`src/rtl/fetch_unit.sv`:
```
// fetch_unit: instruction front end combining the instruction store, program
// download, byte-order fix-up and fetch sequencing under a run/halt FSM.
//
// Ports:
//   clk, reset     single rising-edge clock, synchronous active-high reset
//   load_valid     download word offered
//   load_ready     download words accepted (IDLE only)
//   load_index     store address for load_data
//   load_data      raw program word (byte-reversed on write when SWAP_BYTES)
//   run            level: 1 = execute, 0 = return to IDLE
//   stall          freeze fetch index and presented instruction
//   delta_valid    branch request from Execute
//   delta_i        signed branch delta relative to the current index
//   flush          squash the instruction presented next cycle
//   instruction    instruction to Decode
//   instr_valid    presented instruction must be decoded
//   index          index of the word being fetched this cycle
//   halted         FSM in HALT
//   issued         saturating count of valid cycles since last RUN entry
module fetch_unit #(
  parameter int unsigned          ADDR_W      = 8,
  parameter int unsigned          INSTR_W     = 16,
  parameter bit                   SWAP_BYTES  = 1'b1,
  parameter logic [ADDR_W-1:0]    START_INDEX = '0,
  parameter logic [INSTR_W-1:0]   HALT_WORD   = 'hDEFE
) (
  input  logic               clk,
  input  logic               reset,
  input  logic               load_valid,
  output logic               load_ready,
  input  logic [ADDR_W-1:0]  load_index,
  input  logic [INSTR_W-1:0] load_data,
  input  logic               run,
  input  logic               stall,
  input  logic               delta_valid,
  input  logic [31:0]        delta_i,
  input  logic               flush,
  output logic [INSTR_W-1:0] instruction,
  output logic               instr_valid,
  output logic [ADDR_W-1:0]  index,
  output logic               halted,
  output logic [31:0]        issued
);

  localparam int unsigned NBYTES = INSTR_W / 8;
  localparam int unsigned DEPTH  = 2 ** ADDR_W;

  typedef enum logic [1:0] {
    ST_IDLE = 2'd0,
    ST_RUN  = 2'd1,
    ST_HALT = 2'd2
  } state_t;

  state_t               state_q, state_d;
  logic [ADDR_W-1:0]    index_q, index_d;
  logic [INSTR_W-1:0]   instr_q, instr_d;
  logic                 valid_q, valid_d;
  logic [31:0]          issued_q, issued_d;
  logic [INSTR_W-1:0]   mem [DEPTH];
  logic [INSTR_W-1:0]   wr_data;

  function automatic logic [INSTR_W-1:0] byte_swap(input logic [INSTR_W-1:0] w);
    logic [INSTR_W-1:0] r;
    r = '0;
    for (int unsigned b = 0; b < NBYTES; b++) begin
      r[8*b +: 8] = w[INSTR_W-8-8*b +: 8];
    end
    return r;
  endfunction

  assign wr_data = SWAP_BYTES ? byte_swap(load_data) : load_data;

  // Store is never cleared by reset; writes only happen while IDLE.
  always_ff @(posedge clk) begin
    if (load_valid && load_ready) begin
      mem[load_index] <= wr_data;
    end
  end

  always_comb begin
    state_d  = state_q;
    index_d  = index_q;
    instr_d  = instr_q;
    valid_d  = 1'b0;
    issued_d = issued_q;
    unique case (state_q)
      ST_IDLE: begin
        if (run) begin
          state_d  = ST_RUN;
          index_d  = START_INDEX;
          issued_d = '0;
        end
      end
      ST_RUN: begin
        if (valid_q && (issued_q != '1)) begin
          issued_d = issued_q + 32'd1;
        end
        if (!run) begin
          state_d = ST_IDLE;
        end else begin
          if (!stall) begin
            instr_d = mem[index_q];
            valid_d = !flush;
            index_d = delta_valid ? index_q + delta_i[ADDR_W-1:0]
                                  : index_q + 1'b1;
          end
          // The halt word is judged on the presented instruction, so the
          // fetch already in flight this cycle is discarded.
          if (valid_q && (instr_q == HALT_WORD)) begin
            state_d = ST_HALT;
            valid_d = 1'b0;
          end
        end
      end
      ST_HALT: begin
        if (!run) begin
          state_d = ST_IDLE;
        end
      end
      default: begin
        state_d = ST_IDLE;
      end
    endcase
  end

  always_ff @(posedge clk) begin
    if (reset) begin
      state_q  <= ST_IDLE;
      index_q  <= START_INDEX;
      instr_q  <= '0;
      valid_q  <= 1'b0;
      issued_q <= '0;
    end else begin
      state_q  <= state_d;
      index_q  <= index_d;
      instr_q  <= instr_d;
      valid_q  <= valid_d;
      issued_q <= issued_d;
    end
  end

  assign load_ready  = (state_q == ST_IDLE);
  assign instruction = instr_q;
  assign instr_valid = valid_q;
  assign index       = index_q;
  assign halted      = (state_q == ST_HALT);
  assign issued      = issued_q;

endmodule

```
`config.mk`:
```
export PLATFORM = sky130hd
export DESIGN_NAME = fetch_unit
export DESIGN_NICKNAME = d
export VERILOG_FILES = /design/src/rtl/fetch_unit.sv
export SDC_FILE = /design/constraint.sdc
export NUM_CORES = 2
export LEC_CHECK = 0
export ABC_AREA = 1
export ABC_CLOCK_PERIOD_IN_PS = 3300
export CORE_MARGIN = 3
export CORE_UTILIZATION = 30
export CTS_BUF_LIST = sky130_fd_sc_hd__clkbuf_16
export CTS_CLUSTER_SIZE = 24
export DETAILED_ROUTE_END_ITERATION = 16
export GPL_TIMING_DRIVEN = 0
export PLACE_DENSITY = 0.4
export RECOVER_POWER = 100
export SYNTH_ARGS = -nofsm -noshare
export SYNTH_HDL_FRONTEND = slang
export SYNTH_SLANG_ARGS = --single-unit
```
`constraint.sdc`:
```
create_clock -name clk -period 3.3 [get_ports clk]
set_input_delay 0.825 -clock clk [delete_from_list [all_inputs] [get_ports clk]]
set_output_delay 0.825 -clock clk [all_outputs]
set_load 0.02 [all_outputs]
```
==> run_results.csv <==
group,metric,value,unit
drt,routedWlPerCell,32.92,um
finish,final_layout_size_suffix_gt1_frac,0.1429,
grt,grt-ovfl-total,0,
yosys,post-synth-top-area-cell,"edfxtp_1",
cts,cts_tree,"yes",
floorplanning,core_area,0.5578,sq mm
placed_design,place_area,0.1847,sq mm
floorplanning,die_y,754.7,um
critical_path,crit_family,"simple AND/OR/NAND/NOR gates",
grt,grt_pass1_wl,1001,mm
critical_path,startpoint_type,"flip-flop",
critical_path,worst-path-stages,9,
sta,fmax,0.2870,GHz
floorplanning,dieWidth,754.7,um
floorplanning,io_pins,122,
power_and_ir_drop,peakVddDrop,0.5448,mV
critical_path,critPathCapture,"mem[110][12]$_DFFE_PP_",
critical_path,crit_path_max_incr_delay,0.48,ns
finish,most-common-layout-cells,"nand2_1, edfxtp_1, nand3_1",
power_and_ir_drop,p_int,87.60,mW
critical_path,rrSetupSlack,-0.18,ns
yosys,syn_nets,14190,
critical_path,r2r_start,"state_q[1]$_SDFFE_PP0P_",
yosys,avgSynthCellArea,11.91,sq um
yosys,yosys.area_share.adder,0.0007143,
sta,setup_slack,-0.1848,ns
power_and_ir_drop,p_comb_frac,0.082,
yosys,synth_top_family_by_area,"simple AND/OR/NAND/NOR gates",
drt,finalWirelength,752.6,mm
cts,numClockSinks,4155,
yosys,synth_xor_area_frac,0.001458,
yosys,synth-compound-area-share,0.002277,
critical_path,crit_top_cell,"nor2_2",
cts,clock-root-buffer,"clkbuf_16",
flow_run,maxCapViolCount,20,
placed_design,place_congestion,0.9305,
cts,clockBufferDepth,4,
yosys,synth_seq_cells,4155,
finish,final_common_cell,"nand2_1",
grt,grt_max_degree,99,
drt,vias_per_cell,5.199,
critical_path,cp.buffers_inverters,5,
critical_path,crit_slowest_cell,"nand2_2",
finish,layout.nets,15060,
floorplanning,die_area,0.5696,sq mm
yosys,synth_top_area_frac,0.7314,
power_and_ir_drop,power_switching,30.46,mW
yosys,synth_ff_type,"edfxtp_1",
yosys,synth-simple-area-share,0.2278,
critical_path,startpoint,"state_q[1]$_SDFFE_PP0P_",
drt,drtPass1Iterations,6,
cts,worstSkewPairLatency,1.13,ns
placed_design,port_buffers,95,
drt,drtIter0Drc,15330,
critical_path,worstPathMaxFanout,12,
sta,setup_viol_count_final,482,
sta,period_minus_slack,3.485,ns
sta,rsz0062_at_grt,"yes",
sta,report.final.slew_viol_count,1565,
yosys,synth_edf_count,4096,
sta,tightest_slew,3.044,ns
outcome,violations,"capacitance limit, slew limit, setup timing",
finish,design_area,0.2015,sq mm
power_and_ir_drop,p_clk_frac,0.426,
finish,fill_cells,55090,
sta,skew,0.08989,ns
cts,clk_pin_slew,0.06,ns
critical_path,reg2reg_depth,9,
yosys,synthCells,14120,
yosys,synth_area,0.1682,sq mm
placed_design,dp_hpwl,526.8,mm
power_and_ir_drop,switching_share,0.2580,
critical_path,reg2reg_to,"mem[110][12]$_DFFE_PP_",
grt,grt_pass1_vias,110000,
yosys,synth.area.top_cells,"edfxtp_1, nand3_1, nand2_1",
drt,vias,118900,
power_and_ir_drop,pwr-share-seq,0.492,
critical_path,required,4.01,ns
yosys,ys_async_sr_fraction,0,
grt,grt.total_usage,0.2560,
critical_path,endpoint_kind,"flip-flop",
critical_path,crit_type,"flip-flop to flip-flop",
drt,drc,0,
cts,cts_buffers,467,
floorplanning,num_rows,274,
yosys,yosysUniqueCellTypes,38,
power_and_ir_drop,power.density,586.1,mW/mm^2
sta,hold_viol_final,0,
cts,cts_htree_levels,5,
worst_hold_path,hold_path.class,"input port to flip-flop",
outcome,status,"finished, violations left",
yosys,yosysWarnings,0,
drt,drt.antenna.violating_nets,0,
finish,areaGrowthSynthToFinish,19.79,%
sta,relSlewSlack,-1.029,
critical_path,path_cells,"nor2_2 -> inv_1 -> nor2_4 -> buf_12 -> nand2_2 -> clkbuf_4 -> buf_16 -> nor2_2 -> buf_8",
yosys,synthMuxAreaShare,0,
floorplanning,start_util,0.3015,
critical_path,arrival,4.20,ns
power_and_ir_drop,p_leak,70.14,nW
grt,antenna_found_initial,56,
sta,period_share,1.056,
yosys,ys_seq_area_frac,0.7384,
sta,finalSetupTns,-22.34,ns
==> power groups by stage <==
stage / Combinational, mW / Clock, mW / Sequential (mW)
final: 9.66 / 50.3 / 58.1
after floorplan: 3.83 / 0 / 59.2
after global routing: 10.1 / 52.9 / 58.1
after CTS: 9.58 / 51.0 / 58.1
after global placement: 9.05 / 0 / 60.2
after detailed placement: 9.32 / 0 / 59.2
==> routing by layer <==
metal / track usage / part of all wire / vias up
met5: 0.005506 / 0.00068 / -
met4: 0.08766 / 0.038 / 10
met3: 0.04695 / 0.080 / 950
met2: 0.3880 / 0.44 / 5032
met1: 0.3678 / 0.44 / 60710
li1: - / - / 52170
==> stage by stage <==
stage / cells / hold WS [ns] / total power [mW] / setup WS [ns] / util
after floorplan: 14120 / 0.4957 / 62.99 / 0.4204 / -
after global placement: 21660 / 0.4974 / 69.23 / -11.43 / 0.3199
after detailed placement: 21950 / 0.4978 / 68.50 / -2.271 / 0.3312
after CTS: 22830 / 0.04020 / 118.6 / -0.03699 / 0.3609
after global routing: 22840 / 0.1600 / 121.1 / -0.1088 / 0.3611
final: 22860 / 0.1756 / 118.1 / -0.1848 / 0.3612
==> cell type report <==
| cell class | count | area [sq um] | area share |
|---|---|---|---|
| diodes | 27 | 67.56 | 0.0003354 |
| plain buffers | 953 | 6090 | 0.03023 |
| clock buffers | 468 | 11710 | 0.05813 |
| clock inverters | 395 | 2729 | 0.01355 |
| inverters | 100 | 400.4 | 0.001987 |
| multi-input cells | 8906 | 40830 | 0.2027 |
| flip-flops and latches | 4155 | 124200 | 0.6165 |
| well taps | 7452 | 9324 | 0.04628 |
| repair buffers | 407 | 6103 | 0.03030 |
==> timing repair <==
action	CTS	global route
hold buffers	1	0
endpoints found under the setup margin	3765	1068
setup buffers	13	9
endpoints found under the hold margin	2	0
resized for setup	698	249
pin swaps	11	9
gates cloned	0	0
==> cell families (layout without fill, tap and decap cells) <==
kind of cell,count (synthesis),in the layout
flops,4155,4155
xor+xnor,28,28
simple gates,8806,8806
compound gates,63,63
other cells,0,27
fa+ha+maj,9,9
buf+inv,1056,2323
==> worst min-delay path by stage <==
| stage | startpoint | end | slack (ns) | depth (start not counted) |
|---|---|---|---|---|
| 6_report | reset | instruction[6]$_SDFFE_PP0P_ | 0.18 | 4 |
| 2_1_floorplan | state_q[1]$_SDFFE_PP0P_ | state_q[0]$_SDFFE_PP0P_ | 0.50 | 1 |
| 3_3_place_gp | issued[13]$_SDFFE_PP0P_ | issued[13]$_SDFFE_PP0P_ | 0.50 | 2 |
| 4_1_cts | load_data[15] | mem[103][7]$_DFFE_PP_ | 0.04 | 1 |
| 3_5_place_dp | issued[13]$_SDFFE_PP0P_ | issued[13]$_SDFFE_PP0P_ | 0.50 | 2 |
| 5_1_grt | load_data[1] | mem[27][9]$_DFFE_PP_ | 0.16 | 1 |
==> worst register-to-register path, cell delays in order, from the launching register on <==
cell	delay, ns
dfxtp_1	0.36
nor2_2	0.32
inv_1	0.18
nor2_4	0.16
buf_12	0.15
nand2_2	0.48
clkbuf_4	0.48
buf_16	0.21
nor2_2	0.59
buf_8	0.22
==> Yosys cell counts (4+ instances only) <==
library cell,n
nor3_1,13
nor4_1,8
nand2_2,11
nand3_1,4068
nand2_1,4320
nand4_1,12
a21oi_2,10
inv_1,87
inv_2,9
nor2_1,361
buf_2,625
dfxtp_1,59
edfxtp_1,4096
buf_4,40
o21ai_0,7
clkbuf_1,171
xnor2_1,6
buf_1,117
xor2_1,22
nand3b_1,4
a21oi_1,42
ha_1,8
==> sequential cells by signal (all words and copies together), names as in the netlist <==
signal,cells
index,8
instr_valid,1
instruction,16
issued,32
mem,4096
state_q,2
Power figures use the tool's default switching activity.
